File: src/rtl/dircc_avalon_st_packet_receiver.sv
// ---------------------------------------------------------------------------
// dircc_avalon_st_packet_receiver
//
// Avalon-ST sink that assembles a fixed-size packet from a stream of beats.
// Beat 0 of a packet lands in the most-significant word of packet_data. Short
// packets are zero-padded, and beats past PACKET_BEATS are dropped. After the
// EOP beat the receiver spends one cycle in DONE. In that cycle ready is low,
// receive_done pulses and packet_data/packet_valid present the new packet.
//
// Ports:
//   clk                 rising-edge clock
//   reset_n             asynchronous active-low reset
//   data                sink beat data (DATA_WIDTH)
//   empty               unused symbols on the EOP beat (EMPTY_WIDTH)
//   startofpacket       first beat of a packet
//   endofpacket         last beat of a packet
//   valid               source beat valid
//   ready               sink ready (registered)
//   packet_data         assembled packet (PACKET_WIDTH)
//   packet_valid        packet_data holds a complete packet
//   receive_nearly_done final beat is being accepted this cycle (combinational)
//   receive_done        one-cycle pulse in the cycle after the final beat
//
// Build option:
//   DIRCC_RX_EMPTY_MASK_EN  when defined, the low empty*BITS_PER_SYMBOL bits
//                           of the final beat are stored as zero; otherwise
//                           empty is ignored and the full beat is stored.
// ---------------------------------------------------------------------------
module dircc_avalon_st_packet_receiver #(
    parameter int BITS_PER_SYMBOL  = 8,
    parameter int SYMBOLS_PER_BEAT = 4,
    parameter int PACKET_BEATS     = 8,
    localparam int DATA_WIDTH      = BITS_PER_SYMBOL * SYMBOLS_PER_BEAT,
    localparam int EMPTY_WIDTH     = (SYMBOLS_PER_BEAT > 1) ? $clog2(SYMBOLS_PER_BEAT) : 1,
    localparam int PACKET_WIDTH    = PACKET_BEATS * DATA_WIDTH
) (
    input  logic                    clk,
    input  logic                    reset_n,
    input  logic [DATA_WIDTH-1:0]   data,
    input  logic [EMPTY_WIDTH-1:0]  empty,
    input  logic                    startofpacket,
    input  logic                    endofpacket,
    input  logic                    valid,
    output logic                    ready,
    output logic [PACKET_WIDTH-1:0] packet_data,
    output logic                    packet_valid,
    output logic                    receive_nearly_done,
    output logic                    receive_done
);

    localparam int COUNT_WIDTH = $clog2(PACKET_BEATS + 1);
    localparam int IDX_WIDTH   = (PACKET_BEATS > 1) ? $clog2(PACKET_BEATS) : 1;
    localparam logic [COUNT_WIDTH-1:0] MAX_COUNT = COUNT_WIDTH'(PACKET_BEATS);

    typedef enum logic [1:0] {
        IDLE,
        RECV,
        DONE
    } state_t;

    state_t                  state;
    logic [COUNT_WIDTH-1:0]  count;
    logic [DATA_WIDTH-1:0]   words      [PACKET_BEATS];
    logic [DATA_WIDTH-1:0]   next_words [PACKET_BEATS];
    logic [PACKET_WIDTH-1:0] next_packet;
    logic [DATA_WIDTH-1:0]   beat_word;
    logic                    accept;

    assign accept = valid && ready;

    // The final beat is an accepted EOP that belongs to a packet: either it
    // opens one itself (SOP+EOP) or a packet is already being assembled.
    assign receive_nearly_done = accept && endofpacket
                                 && (startofpacket || (state == RECV));

    // Word actually stored for the current beat. With masking enabled, the
    // unused trailing symbols of the EOP beat are forced to zero so that
    // packet_data never carries stale bytes beyond the real payload.
`ifdef DIRCC_RX_EMPTY_MASK_EN
    always_comb begin
        beat_word = data;
        if (endofpacket) begin
            for (int s = 0; s < SYMBOLS_PER_BEAT; s++) begin
                if (s < int'(empty)) begin
                    beat_word[s*BITS_PER_SYMBOL +: BITS_PER_SYMBOL] = '0;
                end
            end
        end
    end
`else
    logic unused_empty;
    assign unused_empty = ^empty;

    always_comb begin
        beat_word = data;
    end
`endif

    // Buffer contents after this cycle's beat. An SOP clears every word so a
    // short packet ends up zero-padded. Once the buffer is full, further
    // beats are dropped instead of wrapping onto word 0.
    always_comb begin
        next_words = words;
        if (accept && startofpacket) begin
            for (int i = 0; i < PACKET_BEATS; i++) begin
                next_words[i] = '0;
            end
            next_words[0] = beat_word;
        end else if (accept && (state == RECV) && (count < MAX_COUNT)) begin
            next_words[count[IDX_WIDTH-1:0]] = beat_word;
        end
    end

    // Flatten the buffer with word 0 in the most-significant position.
    // packet_data is loaded from this on the final beat, so it already
    // includes that beat when DONE is entered.
    always_comb begin
        next_packet = '0;
        for (int i = 0; i < PACKET_BEATS; i++) begin
            next_packet[PACKET_WIDTH-1-i*DATA_WIDTH -: DATA_WIDTH] = next_words[i];
        end
    end

    // Receive state machine. ready defaults high, so it rises on the first
    // edge after reset and again on leaving DONE. The final beat drops it for
    // exactly one bubble cycle. packet_valid falls one cycle after a new SOP is
    // accepted. It is set again when that packet completes.
    always_ff @(posedge clk or negedge reset_n) begin
        if (!reset_n) begin
            state        <= IDLE;
            ready        <= 1'b0;
            count        <= '0;
            words        <= '{default: '0};
            packet_data  <= '0;
            packet_valid <= 1'b0;
            receive_done <= 1'b0;
        end else begin
            ready        <= 1'b1;
            receive_done <= 1'b0;
            case (state)
                IDLE, RECV: begin
                    if (accept) begin
                        words <= next_words;
                        if (startofpacket) begin
                            count        <= COUNT_WIDTH'(1);
                            packet_valid <= 1'b0;
                            state        <= RECV;
                        end else if ((state == RECV) && (count < MAX_COUNT)) begin
                            count <= count + 1'b1;
                        end
                        if (receive_nearly_done) begin
                            state        <= DONE;
                            ready        <= 1'b0;
                            receive_done <= 1'b1;
                            packet_data  <= next_packet;
                            packet_valid <= 1'b1;
                        end
                    end
                end
                DONE: begin
                    state <= IDLE;
                end
                default: begin
                    state <= IDLE;
                end
            endcase
        end
    end

endmodule

File: config.mk
export PLATFORM = sky130hd
export DESIGN_NAME = dircc_avalon_st_packet_receiver
export DESIGN_NICKNAME = d
export VERILOG_FILES = /design/src/rtl/dircc_avalon_st_packet_receiver.sv
export SDC_FILE = /design/constraint.sdc
export NUM_CORES = 1
export LEC_CHECK = 0
export BUFFER_PORTS_ARGS = -buffer_cell sky130_fd_sc_hd__buf_4
export CORE_ASPECT_RATIO = 1.5
export CORE_UTILIZATION = 45
export DETAILED_ROUTE_END_ITERATION = 7
export PLACE_DENSITY = 0.74
export SYNTH_ARGS = -nofsm -noshare
export SYNTH_HDL_FRONTEND = slang
export SYNTH_SLANG_ARGS = --single-unit
File: constraint.sdc
create_clock -name clk -period 4.26 [get_ports clk]
set_clock_uncertainty 0.2 [all_clocks]
set_input_delay 0.426 -clock clk [delete_from_list [all_inputs] [get_ports clk]]
set_output_delay 0.426 -clock clk [all_outputs]
set_load 0.1 [all_outputs]
* After elaboration in Yosys (flattened, before gate mapping)
Cells that the tools add are included.
Operators by class: $add $sub $neg 1, $lt $le $gt $ge 3, equal/unequal tests 3, multiplexer cells 19, bitwise operators 1, reduce and logical (&&, ||, !) cells 18
Operator list (count):
- 256-bit two-way mux | 2
- 256-bit bitwise mux | 1
- 32-bit demux with 3-bit select | 1
- 32-bit two-way mux | 1
- 3-bit AND reduction | 3
- 1-bit logical AND | 8
- 1-bit two-way mux | 8
- 2-bit two-way mux | 4
- 4-bit two-way mux | 2
- 4-bit by 1-bit adder with 4-bit output, second input constant | 1
- 4-bit >= comparator, second input constant | 1
- 4-bit by 1-bit less-than comparator with 1-bit output, second input constant | 1
- 4-bit less-than comparator, second input constant | 1
- 3-bit NOT with 4-bit output | 1
- 2-bit AND reduction | 2
- 2-bit nonzero test | 2
- 3-bit != test, second input constant | 1
- 2-bit by 1-bit == test with 1-bit output, second input constant | 1
- 2-bit zero test | 1
- 2-bit != test, second input constant | 1
- 2-bit OR reduction | 1
- 1-bit logical OR | 1
Storage, ports and cells: register bits 521, input bits 39, output and inout bits 260, word-level logic and storage cells 59

* Logic depth before layout (Yosys ltp)
word-level depth 8, mapped depth 9, gate-level depth less buffers 5

* Worst setup path after synthesis
Ideal clock, no wire load.
path kind register to output, start point reg ready, end point out receive_nearly_done, data arrival time 2467 ps, required time 3634 ps, setup slack 1167 ps, cell stages (with the launch flop) 3, cells stage by stage dfrtp_1 nand3_1 nor2_1
On the way: word-level cells in the longest chain between the ends 3
RTL lines:
- start, declared | line 44 | output logic ready,
- start signal, assigned | line 131 | ready <= 1'b0;
- start signal, assigned | line 138 | ready <= 1'b1;
- start signal, assigned | line 153 | ready <= 1'b0;
- 1-bit logical AND | line 69 | assign accept = valid && ready;
- 1-bit logical AND | line 73 | assign receive_nearly_done = accept && endofpacket
- 1-bit logical AND | line 74 | && (startofpacket || (state == RECV));
- end, declared | line 47 | output logic receive_nearly_done,
No other way between the ends.

* Final worst setup path
start point reg state[1], end point reg words[242] (netlist bit)
On the way: word-level cells in the longest chain between the ends 5
RTL lines:
- start, declared | line 61 | state_t state;
- start signal, assigned | line 130 | state <= IDLE;
- start signal, assigned | line 147 | state <= RECV;
- start signal, assigned | line 152 | state <= DONE;
- 2-bit by 1-bit == test with 1-bit output | line 109, 140
- 1-bit logical AND (2 in series) | line 109 | end else if (accept && (state == RECV) && (count < MAX_COUNT)) begin
- 256-bit two-way mux | line 109
- 256-bit two-way mux | line 104 | if (accept && startofpacket) begin
- end signal, assigned | line 143 | words <= next_words;
- end, declared | line 63 | logic [DATA_WIDTH-1:0] words [PACKET_BEATS];
Several ways; a longest one is shown, not always the timed one. A chain may end at the register's enable or synchronous reset.

==> run metrics <==
outcome=finished clean; clk_lat worst skew=around 0.58 ns; Vias=between 15000 and 20000; Finish-stage setup viols=0; Synth Area in Compound Gates=0.172; design area=~0.026 sq mm; largest net degree at the start of global routing=180; Core Area=about 0.047 sq mm; synth warn=0; vias in the first global route=about 17000; CTS tree=built; Post-DP HPWL=slightly above 40 mm; Post-synth EDFFs=0; die width=approximately 180 um; Synth Area in XOR/XNOR=0; Filler cells=just under 4000; Critical Path RT=4.51 ns; antenna violations before repair=1; Yosys reg bits=521; RSZ-0062 raised after global routing=false; Async SR Flop Fraction=1.00; Yosys cell types=38; Port Buf Inserts=~300; leak pwr=between 10 and 15 nW; critical path class=flop to flop; Max-slew headroom=0.175; layout cells sized above 1=0.233; Non-Filler Instances=around 2700; Util after Layout=0.560; Total GRT Usage=0.266; Max Root-Sink Buffers=3; Worst-path clk slew=around 0.06 ns; share of the synthesized area in the top cell type=0.604; first-pass GRT wire length=100 mm; Hold Path Stages=3; worst-margin pin slew=approximately 1.2 ns; H-tree levels=2; multiplexer area fraction after synthesis=0.121; final net count=roughly 2100; post-CTS resize count=0; crit-path cells=or4b_1 > nor3_1 > o21a_2 > mux2_2; CTS root buffer=clkbuf_16; Syn Area/Cell=~12 sq um; final RePlAce weighted congestion=about 0.83; Worst Hold Class=primary input to flop; routed vias/inst=approximately 6; Routed Wire Length=64.7 mm; Setup crit start kind=flop; sequential cell area fraction in the yosys report=0.604; Starting Density=0.460; Worst EP arrival=3.39 ns; Placed Instances=approximately 2600; adder-cell share of the synthesized area=0.000580; Simple-Gate Fraction of Synth Area=0.0675; Tcrit/Tclk final=0.737; CTS Buf Count=49; Synthesized Nets=about 1900; Peak VDD IR=about 0.44 mV; IO Pins=299; WL/cell=roughly 24 um; Max Freq=between 0.3 and 0.4 GHz; worst r2r path cells=4; Pwr Density=approximately 510 mW/mm^2; Max Slew Vio Count=0; top post-synthesis cells by area=dfrtp_1 (60%), mux2i_1 (10%), o2bb2ai_1 (6.6%); WHS=about 0.015 ns; full die area=0.0489 sq mm; clk sinks=between 500 and 600; DRT Pass-1 Iters=5; Area growth syn-to-layout=21.9%; HP Start=data[8]; largest family of logic cells by synthesized area=compound AO/OA/AOI/OAI gates; fin crit period=roughly 3.1 ns; Fin Setup TNS=0 ns; Crit Path Max Fanout=32; die height=approximately 270 um; Cell Area, Placed=~0.024 sq mm; final hold vios=0; global route overflow=0; maxcap violations=0; mapped cell area=0.0216 sq mm; Reg-to-Reg Start=state[1]; antenna viol nets, final=0; initial DRC count=between 1000 and 1500; Post-synth top flop=dfrtp_1; Post-Syn Instances=1854; drc violations=0; Critical Path Start=state[1]; Worst path max stage delay=approximately 0.87 ns; CP endpoint kind=flop; Critical-path top delay cell=o21a_2; Rows=97; cell accounting for the most synthesized area=dfrtp_1
worst max-delay path: cells and delay by family, from the launching register on:
family	cells	cell delay, ns
DFF	1	0.43
muxes	1	0.43
AOI/OAI and AO/OA	1	0.87
and+or+nand+nor	2	1.06
layer usage:
layer | routed length, um | vias up | GRT usage
met5 | 0 | - | 0
met2 | 33200 | 611 | 0.465
li1 | - | 7017 | -
met3 | 3830 | 126 | 0.0415
met4 | 2350 | 0 | 0.107
met1 | 25300 | 8223 | 0.327
cells in the final DEF, fill, tap and decap left out, drive strengths merged, types with 3 or more instances in the layout:
cell	count
dfrtp	521
or3	3
mux2	32
dlygate4sd3	27
a21oi	66
inv	5
o21ai	234
nor2	46
mux2i	225
o2bb2ai	192
nor3	3
clkbuf	66
nand3	4
clkinv	14
nand2	298
a22o	33
bufinv	7
buf	328
synth_stat cells, drive strengths merged, types with 2 or more instances:
master   count
nand2      298
nor2        46
nand4b       2
o21ai      234
nand3        4
o2bb2ai    192
nor2b        2
inv          4
buf         39
or3          3
nor3         3
nand2b       2
clkbuf     134
a22o        33
dfrtp      521
mux2        32
a21oi       66
mux2i      225
o21a         2
final cells by class:
type,count,area (sq um),share of cell area
repair buffers,355,2830,0.107
flip-flops and latches,521,13000,0.496
clock inverters,24,330,0.0126
multi-input cells,1156,7950,0.302
clock buffers,66,1400,0.0533
inverters,4,15.0,0.000571
diodes,1,2.50,0.0000951
well taps,594,743,0.0282
flip-flops by register name (all words and copies together) (netlist names):
register / flops
receive_done: 1
state: 2
packet_data: 256
count: 4
ready: 1
packet_valid: 1
words: 256
path summary, 6_finish.rpt:
check	to	slack, ns
max	words[242]	1.12
min	packet_data[232]	0.01
max reg2reg	words[242]	1.12
min reg2reg	packet_data[10]	0.28
max in group asynchronous	packet_data[13]	2.48
min in group asynchronous	packet_data[132]	0.31
cell families (layout without fill, tap and decap cells):
kind of cell	count (synthesis)	after routing
adder cells (fa/ha/maj)	1	1
AND/OR/NAND/NOR	368	368
buffers and inverters	177	449
multiplexers	257	257
flip-flops	521	521
AO/OA/AOI/OAI	530	530
other	0	1
metrics by stage:
step | power (mW) | setup slack [ns]
final | 13.5 | 1.12
after global routing | 14.0 | 1.05
after global placement | 8.86 | 1.23
after floorplan | 8.01 | 1.17
after detailed placement | 8.92 | 1.18
after CTS | 13.6 | 1.14
where the power goes:
| group | internal [mW] | switching (mW) | total (mW) |
|---|---|---|---|
| registers | 5.35 | 0.280 | 5.63 |
| logic | 0.681 | 2.54 | 3.22 |
| clock network | 2.75 | 1.94 | 4.68 |
| total | 8.78 | 4.76 | 13.5 |
what timing repair did:
item                                   4_1_cts  5_1_grt
hold buffers                                27        0
setup endpoints to repair                    0        0
endpoints found under the hold margin      145        0
setup buffers                                0        0
(Power assumes the default switching activity.)
